`src/rtl/store_buffer_if.sv`:
```
// Core/memory-side signal bundle for the posted-write store buffer.
// The slave modport is the buffer itself; the master modport is the core plus data memory.
interface store_buffer_if #(
    parameter int AW = 2
);
    logic [31:0] CpuAddr;
    logic        CpuRead;
    logic        CpuWrite;
    logic [31:0] CpuWData;
    logic [31:0] CpuRData;
    logic [31:0] MemRAddr;
    logic [31:0] MemRData;
    logic        MemWReq;
    logic [31:0] MemWAddr;
    logic [31:0] MemWData;
    logic        MemWAck;
    logic [AW:0] Count;
    logic        Full;
    logic        Empty;
    logic        Overflow;

    modport master (
        output CpuAddr, CpuRead, CpuWrite, CpuWData, MemRData, MemWAck,
        input  CpuRData, MemRAddr, MemWReq, MemWAddr, MemWData,
        input  Count, Full, Empty, Overflow
    );

    modport slave (
        input  CpuAddr, CpuRead, CpuWrite, CpuWData, MemRData, MemWAck,
        output CpuRData, MemRAddr, MemWReq, MemWAddr, MemWData,
        output Count, Full, Empty, Overflow
    );
endinterface

```
`src/rtl/store_buffer.sv`:
```
// Posted-write FIFO between the MEM-stage data port and data memory, draining over
// a req/ack handshake, with youngest-entry store-to-load forwarding on the read path.
module store_buffer #(
    parameter int DEPTH = 4,
    parameter int AW    = 2
) (
    input  logic           CLK,
    input  logic           RST,
    store_buffer_if.slave  bus
);
    localparam logic [AW:0] DEPTH_C = (AW+1)'(DEPTH);

    logic [31:0]   addr_r [DEPTH];
    logic [31:0]   data_r [DEPTH];
    logic [AW-1:0] wr_ptr_r;
    logic [AW-1:0] rd_ptr_r;
    logic [AW:0]   count_r;
    logic          overflow_r;

    logic          empty_s;
    logic          full_s;
    logic          pop_s;
    logic          push_s;
    logic          drop_s;
    logic          fwd_hit_s;
    logic [31:0]   fwd_data_s;
    logic [AW-1:0] idx_s;
    logic          match_s;

    // Occupancy decode and push/pop/drop qualification; a full buffer still accepts a push when the head pops.
    always_comb begin
        empty_s = (count_r == {(AW+1){1'b0}});
        full_s  = (count_r == DEPTH_C);
        pop_s   = !empty_s && bus.MemWAck;
        push_s  = bus.CpuWrite && (!full_s || pop_s);
        drop_s  = bus.CpuWrite && full_s && !pop_s;
    end

    // FIFO storage, pointers, occupancy and sticky overflow flag.
    always_ff @(posedge CLK) begin
        if (RST) begin
            wr_ptr_r   <= {AW{1'b0}};
            rd_ptr_r   <= {AW{1'b0}};
            count_r    <= {(AW+1){1'b0}};
            overflow_r <= 1'b0;
            for (int i = 0; i < DEPTH; i++) begin
                addr_r[i] <= 32'h0000_0000;
                data_r[i] <= 32'h0000_0000;
            end
        end else begin
            if (push_s) begin
                addr_r[wr_ptr_r] <= bus.CpuAddr;
                data_r[wr_ptr_r] <= bus.CpuWData;
                wr_ptr_r         <= wr_ptr_r + AW'(1);
            end
            if (pop_s) begin
                rd_ptr_r <= rd_ptr_r + AW'(1);
            end
            if (push_s && !pop_s) begin
                count_r <= count_r + (AW+1)'(1);
            end else if (pop_s && !push_s) begin
                count_r <= count_r - (AW+1)'(1);
            end
            if (drop_s) begin
                overflow_r <= 1'b1;
            end
        end
    end

    // Walk entries oldest to youngest so the last word-address match is the youngest store.
    always_comb begin
        fwd_hit_s  = 1'b0;
        fwd_data_s = 32'h0000_0000;
        idx_s      = rd_ptr_r;
        match_s    = 1'b0;
        for (int k = 0; k < DEPTH; k++) begin
            idx_s      = rd_ptr_r + AW'(k);
            match_s    = ((AW+1)'(k) < count_r) && (addr_r[idx_s][31:2] == bus.CpuAddr[31:2]);
            fwd_hit_s  = fwd_hit_s | match_s;
            fwd_data_s = match_s ? data_r[idx_s] : fwd_data_s;
        end
    end

    assign bus.CpuRData = (bus.CpuRead && fwd_hit_s) ? fwd_data_s : bus.MemRData;
    assign bus.MemRAddr = bus.CpuAddr;

    // Head entry is only meaningful while the buffer holds data; otherwise drive zeros.
    assign bus.MemWReq  = !empty_s;
    assign bus.MemWAddr = empty_s ? 32'h0000_0000 : addr_r[rd_ptr_r];
    assign bus.MemWData = empty_s ? 32'h0000_0000 : data_r[rd_ptr_r];

    assign bus.Count    = count_r;
    assign bus.Full     = full_s;
    assign bus.Empty    = empty_s;
    assign bus.Overflow = overflow_r;
endmodule

```
`src/flat_wrapper.sv`:
```
// flat-port wrapper written by rule: the top's interface ports become plain ports
module store_buffer_flat 
#(
    parameter int DEPTH = 4,
    parameter int AW    = 2
)
  (CLK, RST, bus_CpuAddr, bus_CpuRead, bus_CpuWrite, bus_CpuWData, bus_MemRData, bus_MemWAck, bus_CpuRData, bus_MemRAddr, bus_MemWReq, bus_MemWAddr, bus_MemWData, bus_Count, bus_Full, bus_Empty, bus_Overflow);
  store_buffer_if #(.AW(AW)) bus_i ();
  input  logic CLK;
  input  logic RST;
  input wire logic [$bits(bus_i.CpuAddr)-1:0] bus_CpuAddr;
  input wire logic [$bits(bus_i.CpuRead)-1:0] bus_CpuRead;
  input wire logic [$bits(bus_i.CpuWrite)-1:0] bus_CpuWrite;
  input wire logic [$bits(bus_i.CpuWData)-1:0] bus_CpuWData;
  input wire logic [$bits(bus_i.MemRData)-1:0] bus_MemRData;
  input wire logic [$bits(bus_i.MemWAck)-1:0] bus_MemWAck;
  output wire logic [$bits(bus_i.CpuRData)-1:0] bus_CpuRData;
  output wire logic [$bits(bus_i.MemRAddr)-1:0] bus_MemRAddr;
  output wire logic [$bits(bus_i.MemWReq)-1:0] bus_MemWReq;
  output wire logic [$bits(bus_i.MemWAddr)-1:0] bus_MemWAddr;
  output wire logic [$bits(bus_i.MemWData)-1:0] bus_MemWData;
  output wire logic [$bits(bus_i.Count)-1:0] bus_Count;
  output wire logic [$bits(bus_i.Full)-1:0] bus_Full;
  output wire logic [$bits(bus_i.Empty)-1:0] bus_Empty;
  output wire logic [$bits(bus_i.Overflow)-1:0] bus_Overflow;
  assign bus_i.CpuAddr = bus_CpuAddr;
  assign bus_i.CpuRead = bus_CpuRead;
  assign bus_i.CpuWrite = bus_CpuWrite;
  assign bus_i.CpuWData = bus_CpuWData;
  assign bus_i.MemRData = bus_MemRData;
  assign bus_i.MemWAck = bus_MemWAck;
  assign bus_CpuRData = bus_i.CpuRData;
  assign bus_MemRAddr = bus_i.MemRAddr;
  assign bus_MemWReq = bus_i.MemWReq;
  assign bus_MemWAddr = bus_i.MemWAddr;
  assign bus_MemWData = bus_i.MemWData;
  assign bus_Count = bus_i.Count;
  assign bus_Full = bus_i.Full;
  assign bus_Empty = bus_i.Empty;
  assign bus_Overflow = bus_i.Overflow;
  store_buffer #(.DEPTH(DEPTH), .AW(AW)) u_core (.CLK(CLK), .RST(RST), .bus(bus_i));
endmodule
```
`config.mk`:
```
export PLATFORM = sky130hd
export DESIGN_NAME = store_buffer_flat
export DESIGN_NICKNAME = d
export VERILOG_FILES = /design/src/rtl/store_buffer_if.sv /design/src/rtl/store_buffer.sv /design/src/flat_wrapper.sv
export SDC_FILE = /design/constraint.sdc
export NUM_CORES = 1
export LEC_CHECK = 0
export ABC_CLOCK_PERIOD_IN_PS = 7800
export BUFFER_PORTS_ARGS = -buffer_cell sky130_fd_sc_hd__buf_4
export CAP_MARGIN = 20
export CORE_MARGIN = 2
export CORE_UTILIZATION = 57
export DETAILED_ROUTE_END_ITERATION = 10
export GPL_ROUTABILITY_DRIVEN = 0
export GPL_TIMING_DRIVEN = 0
export PLACE_DENSITY_LB_ADDON = 0.05
export SLEW_MARGIN = 5
export SYNTH_ARGS = -nofsm -noshare
export SYNTH_HDL_FRONTEND = slang
export SYNTH_SLANG_ARGS = --single-unit
```
`constraint.sdc`:
```
create_clock -name CLK -period 7.8 [get_ports CLK]
set_clock_uncertainty 0.15 [all_clocks]
set_input_delay 1.56 -clock CLK [delete_from_list [all_inputs] [get_ports CLK]]
set_output_delay 1.56 -clock CLK [all_outputs]
set_load 0.05 [all_outputs]
```
==> summary by stage <==
Run status
The run finished with clean final reports.

Detailed routing
The total via count in the routed design is 16228. The DRC marker count from the first detailed-route iteration is 2473. The total length of routed wires is 65700 um. In the final routed layout, each cell accounts on average for 27.5 um. The via density per instance is 6.80. After detailed routing, the number of remaining DRC violations is 0.

The first TritonRoute pass finished after 6 iterations. The detail route stage leaves a number of antenna-violating nets equal to 0.

Setup path
The critical path goes through buf_2 -> mux4_2 -> xnor2_1 -> nand4_1 -> nor4_1 -> nor4bb_1 -> a32oi_1 -> a21boi_4 -> buf_6 -> mux2_1 -> buf_4. For the worst setup path, the data required time is 6.09 ns. The arrival time of data at the critical path endpoint is 5.80 ns. The maximum fanout along the worst path is 10. The cell count of the worst reg-to-reg path is 8. The largest individual stage delay along the critical path comes from the cell xnor2_1. The number of stages on the worst setup path is 11. The startpoint identified for the worst register-to-register timing path is u_core.bus.Count[0]. Counting both buffers and inverters, the worst setup path holds a total of 3. The startpoint of the worst setup timing path is u_core.rd_ptr_r[1]. Broken down by cell family, the worst path's largest delay share belongs to simple AND/OR/NAND/NOR gates.

The worst setup path is launched from a register. The critical path is of the reg -> out type. The largest stage delay on the critical path is 0.67 ns. The worst setup path is captured at an output port.

Logic synthesis
The distinct cell type count of the synthesized netlist is 63. For this run, the leading register cell type out of synthesis is edfxtp_1. The netlist area before placement is 19500 um2. The synthesized design spends more area on one cell type than any other, namely edfxtp_1. Sequential elements use 40.5% of the synthesized area.

The post-synthesis register bit count is 266. The share of synthesized area in the top cell type comes to 39.5%. Ranked by total cell area, the synthesized netlist is headed by edfxtp_1, mux4_2, mux2i_1. The synthesized design contains 256 enable-type register cells. The number of instances in the synthesized netlist is 1660. The count of synthesis-stage warnings from yosys is 0.

The share of flip-flops with an asynchronous set or reset after synthesis is 0%. Each instance of the synthesized netlist takes up on average 11.7 um2. The net count of the mapped netlist is 1766.

STA
The total count of max-transition violations in the final report is 0. Setup repair after global routing left no endpoint under its margin. The worst pin sits at a relative slew slack of 21.9%. For the pin with the worst max-slew slack, the measured transition is 1.16 ns. The final critical path takes up 96.3% of the cycle. The setup slack after layout is 0.289 ns. The number of endpoints with negative hold slack in the final report came to 0. Setup total negative slack on the finished layout was measured at 0 ns. The worst path needs 7.51 ns of the cycle, external delays included. The number of failing setup endpoints in the final timing report is 0. The maximum achievable frequency is 133 MHz.

Cells and area
The number of fill cells is 2493. In the final layout, the share of cells above drive strength 1 is 27.6%. The final net count is 2020. The area used by sequential logic in the layout is 7890 um2. In the layout the commonest cells are buf_4, edfxtp_1, mux4_2. The area growth from synthesis to layout is 17.4%. Summing all multi-input logic gate instances after layout gives 10400 um2. Leaving out fill and tap cells, the most frequent cell in the layout is buf_4.

Hold path
The origin of the worst min-delay path is u_core.bus.Overflow. The worst hold path stage count is 2. The min-delay analysis places its worst path in the category reg -> reg.

Floorplan
Once the floorplan was initialized, standard cells occupied 57.9% of the core. The die covers 35700 um2. The horizontal die dimension is 189 um. The die is 189 um tall. After floorplanning, the core was divided into 67 placement rows. In this run the standard cell core region covers 33600 um2. 236 I/O pins were placed.

Global routing
The first global-routing pass estimated 97400 um of wire. The via count of the first global-routing pass was 15674. Entering global routing, the biggest net connects 44 pins. For this run, the total global-route usage over all layers was measured as 36.6%. Global routing finished with a remaining overflow of 0. The number of antenna violations at the first check in global routing is 2.

Clock network
Clock tree synthesis found a total of 266 sinks. The later pin in the worst-skew pair is clocked with a latency of 0.58 ns. The cell sitting at the root of the clock tree is a clkbuf_16. The clock tree buffer depth is 3. The number of buffers added by the clock tree synthesis step is 30. In this run the post-CTS setup repair buffer count came out at 0. The number of hold buffers added after CTS was 0. The quantity of gates resized following cts is 0.

The CTS clock-pin slew for the worst setup and hold paths is 0.06 ns. In this run the number of H-tree levels came out at 1. The clock tree from TritonCTS is done.

Pwr
IR analysis of the VDD net gives a maximum drop of 0.252 mV. The analysis attributes to cell leakage a power of 0.00847 uW. The completed layout was analyzed and its total power is 7240 uW. Dividing total power by cell area gives a power density of 316 nW/um2.

Placement
Input and output buffers added on the ports amount to 214. The HPWL after detailed placement is 46800 um. The worst slack at placement is 0.723 ns.

Flow run
The max-capacitance violation count is 0.
cells by family (layout without fill, tap and decap cells):
group | after synthesis | count (layout) | synth area share [%]
AO/OA/AOI/OAI | 187 | 187 | 6.81
XOR/XNOR | 95 | 95 | 4.27
adder cells (fa/ha/maj) | 5 | 5 | 0.321
buffers and inverters | 259 | 536 | 6.23
flip-flops | 266 | 266 | 40.5
multiplexers | 334 | 334 | 28.8
other | 0 | 2 | 0
AND/OR/NAND/NOR | 514 | 514 | 13.1
state kept, by name (all words and copies together), names as in the netlist, named ones only:
signal	flops
u_core.addr_r	128
u_core.bus.Count	3
u_core.bus.Overflow	1
u_core.data_r	128
u_core.rd_ptr_r	2
u_core.wr_ptr_r	2
area by class of cell:
type | count | area share (%)
sequential | 266 | 34.5
clock inverter | 15 | 0.711
tap | 448 | 2.45
buffer | 183 | 4.05
timing repair buffer | 222 | 7.92
antenna | 2 | 0.0219
clock buffer | 40 | 3.58
inverter | 76 | 1.25
multi-input combinational | 1135 | 45.5
path summary, 6_finish.rpt:
| path | slack (ns) | to |
|---|---|---|
| worst max-delay path | 0.29 | bus_CpuRData[25] |
| worst min-delay path | 0.33 | u_core.bus.Overflow |
| worst max register to register | 4.06 | u_core.addr_r[0][13] |
| worst min register to register | 0.33 | u_core.bus.Overflow |
cell usage after synthesis, types with 7 or more instances:
library cell and count:
xnor2_1 67, nand3_1 38, edfxtp_1 256, a221oi_1 33, clkbuf_1 94, o2bb2ai_1 9, buf_2 21, xor2_1 28
nor2b_1 42, o21ai_0 11, a31oi_1 9, buf_1 18, nand2b_1 9, nor3_1 7, nand2_1 95, inv_1 76
o22ai_1 9, a211oi_1 14, mux2_1 30, nor2_1 170, and2_1 115, mux2_2 12, buf_6 7, a21oi_1 59
mux2i_1 115, buf_4 43, dfxtp_1 10, mux4_2 177, nor4_1 15, nand4_1 7
worst reg2reg max path, cell delays in order, from the launching register on:
cell and delay [ns]:
dfxtp_1 0.48, inv_1 0.13, ha_1 0.24, nand2_1 0.13, o21ai_1 0.30, nor4_1 0.38, clkbuf_1 0.62, or2_4 0.60
buf_16 0.36
power breakdown:
| group | switching [uW] | internal (uW) |
|---|---|---|
| Clock | 604 | 832 |
| Sequential | 132 | 1740 |
| Combinational | 2460 | 1470 |
| Total | 3190 | 4040 |
per-stage QoR:
stage	cells	cell area, um2	hold WS [ns]	utilization (%)
2_1_floorplan	1660	19500	0.385	-
3_3_place_gp	2322	21600	0.317	64.4
3_5_place_dp	2330	21900	0.317	65.1
4_1_cts	2385	22900	0.337	68.0
5_1_grt	2386	22900	0.353	68.0
6_report	2387	22900	0.332	68.0
layer usage:
layer | global-route usage (%) | vias up | share of wire (%)
li1 | - | 6712 | -
met1 | 52.2 | 7955 | 38
met2 | 53.6 | 1344 | 44
met3 | 10.0 | 215 | 14
met4 | 14.1 | 2 | 3.9
met5 | 0 | - | 0.020
Power figures use the tool's default switching activity.
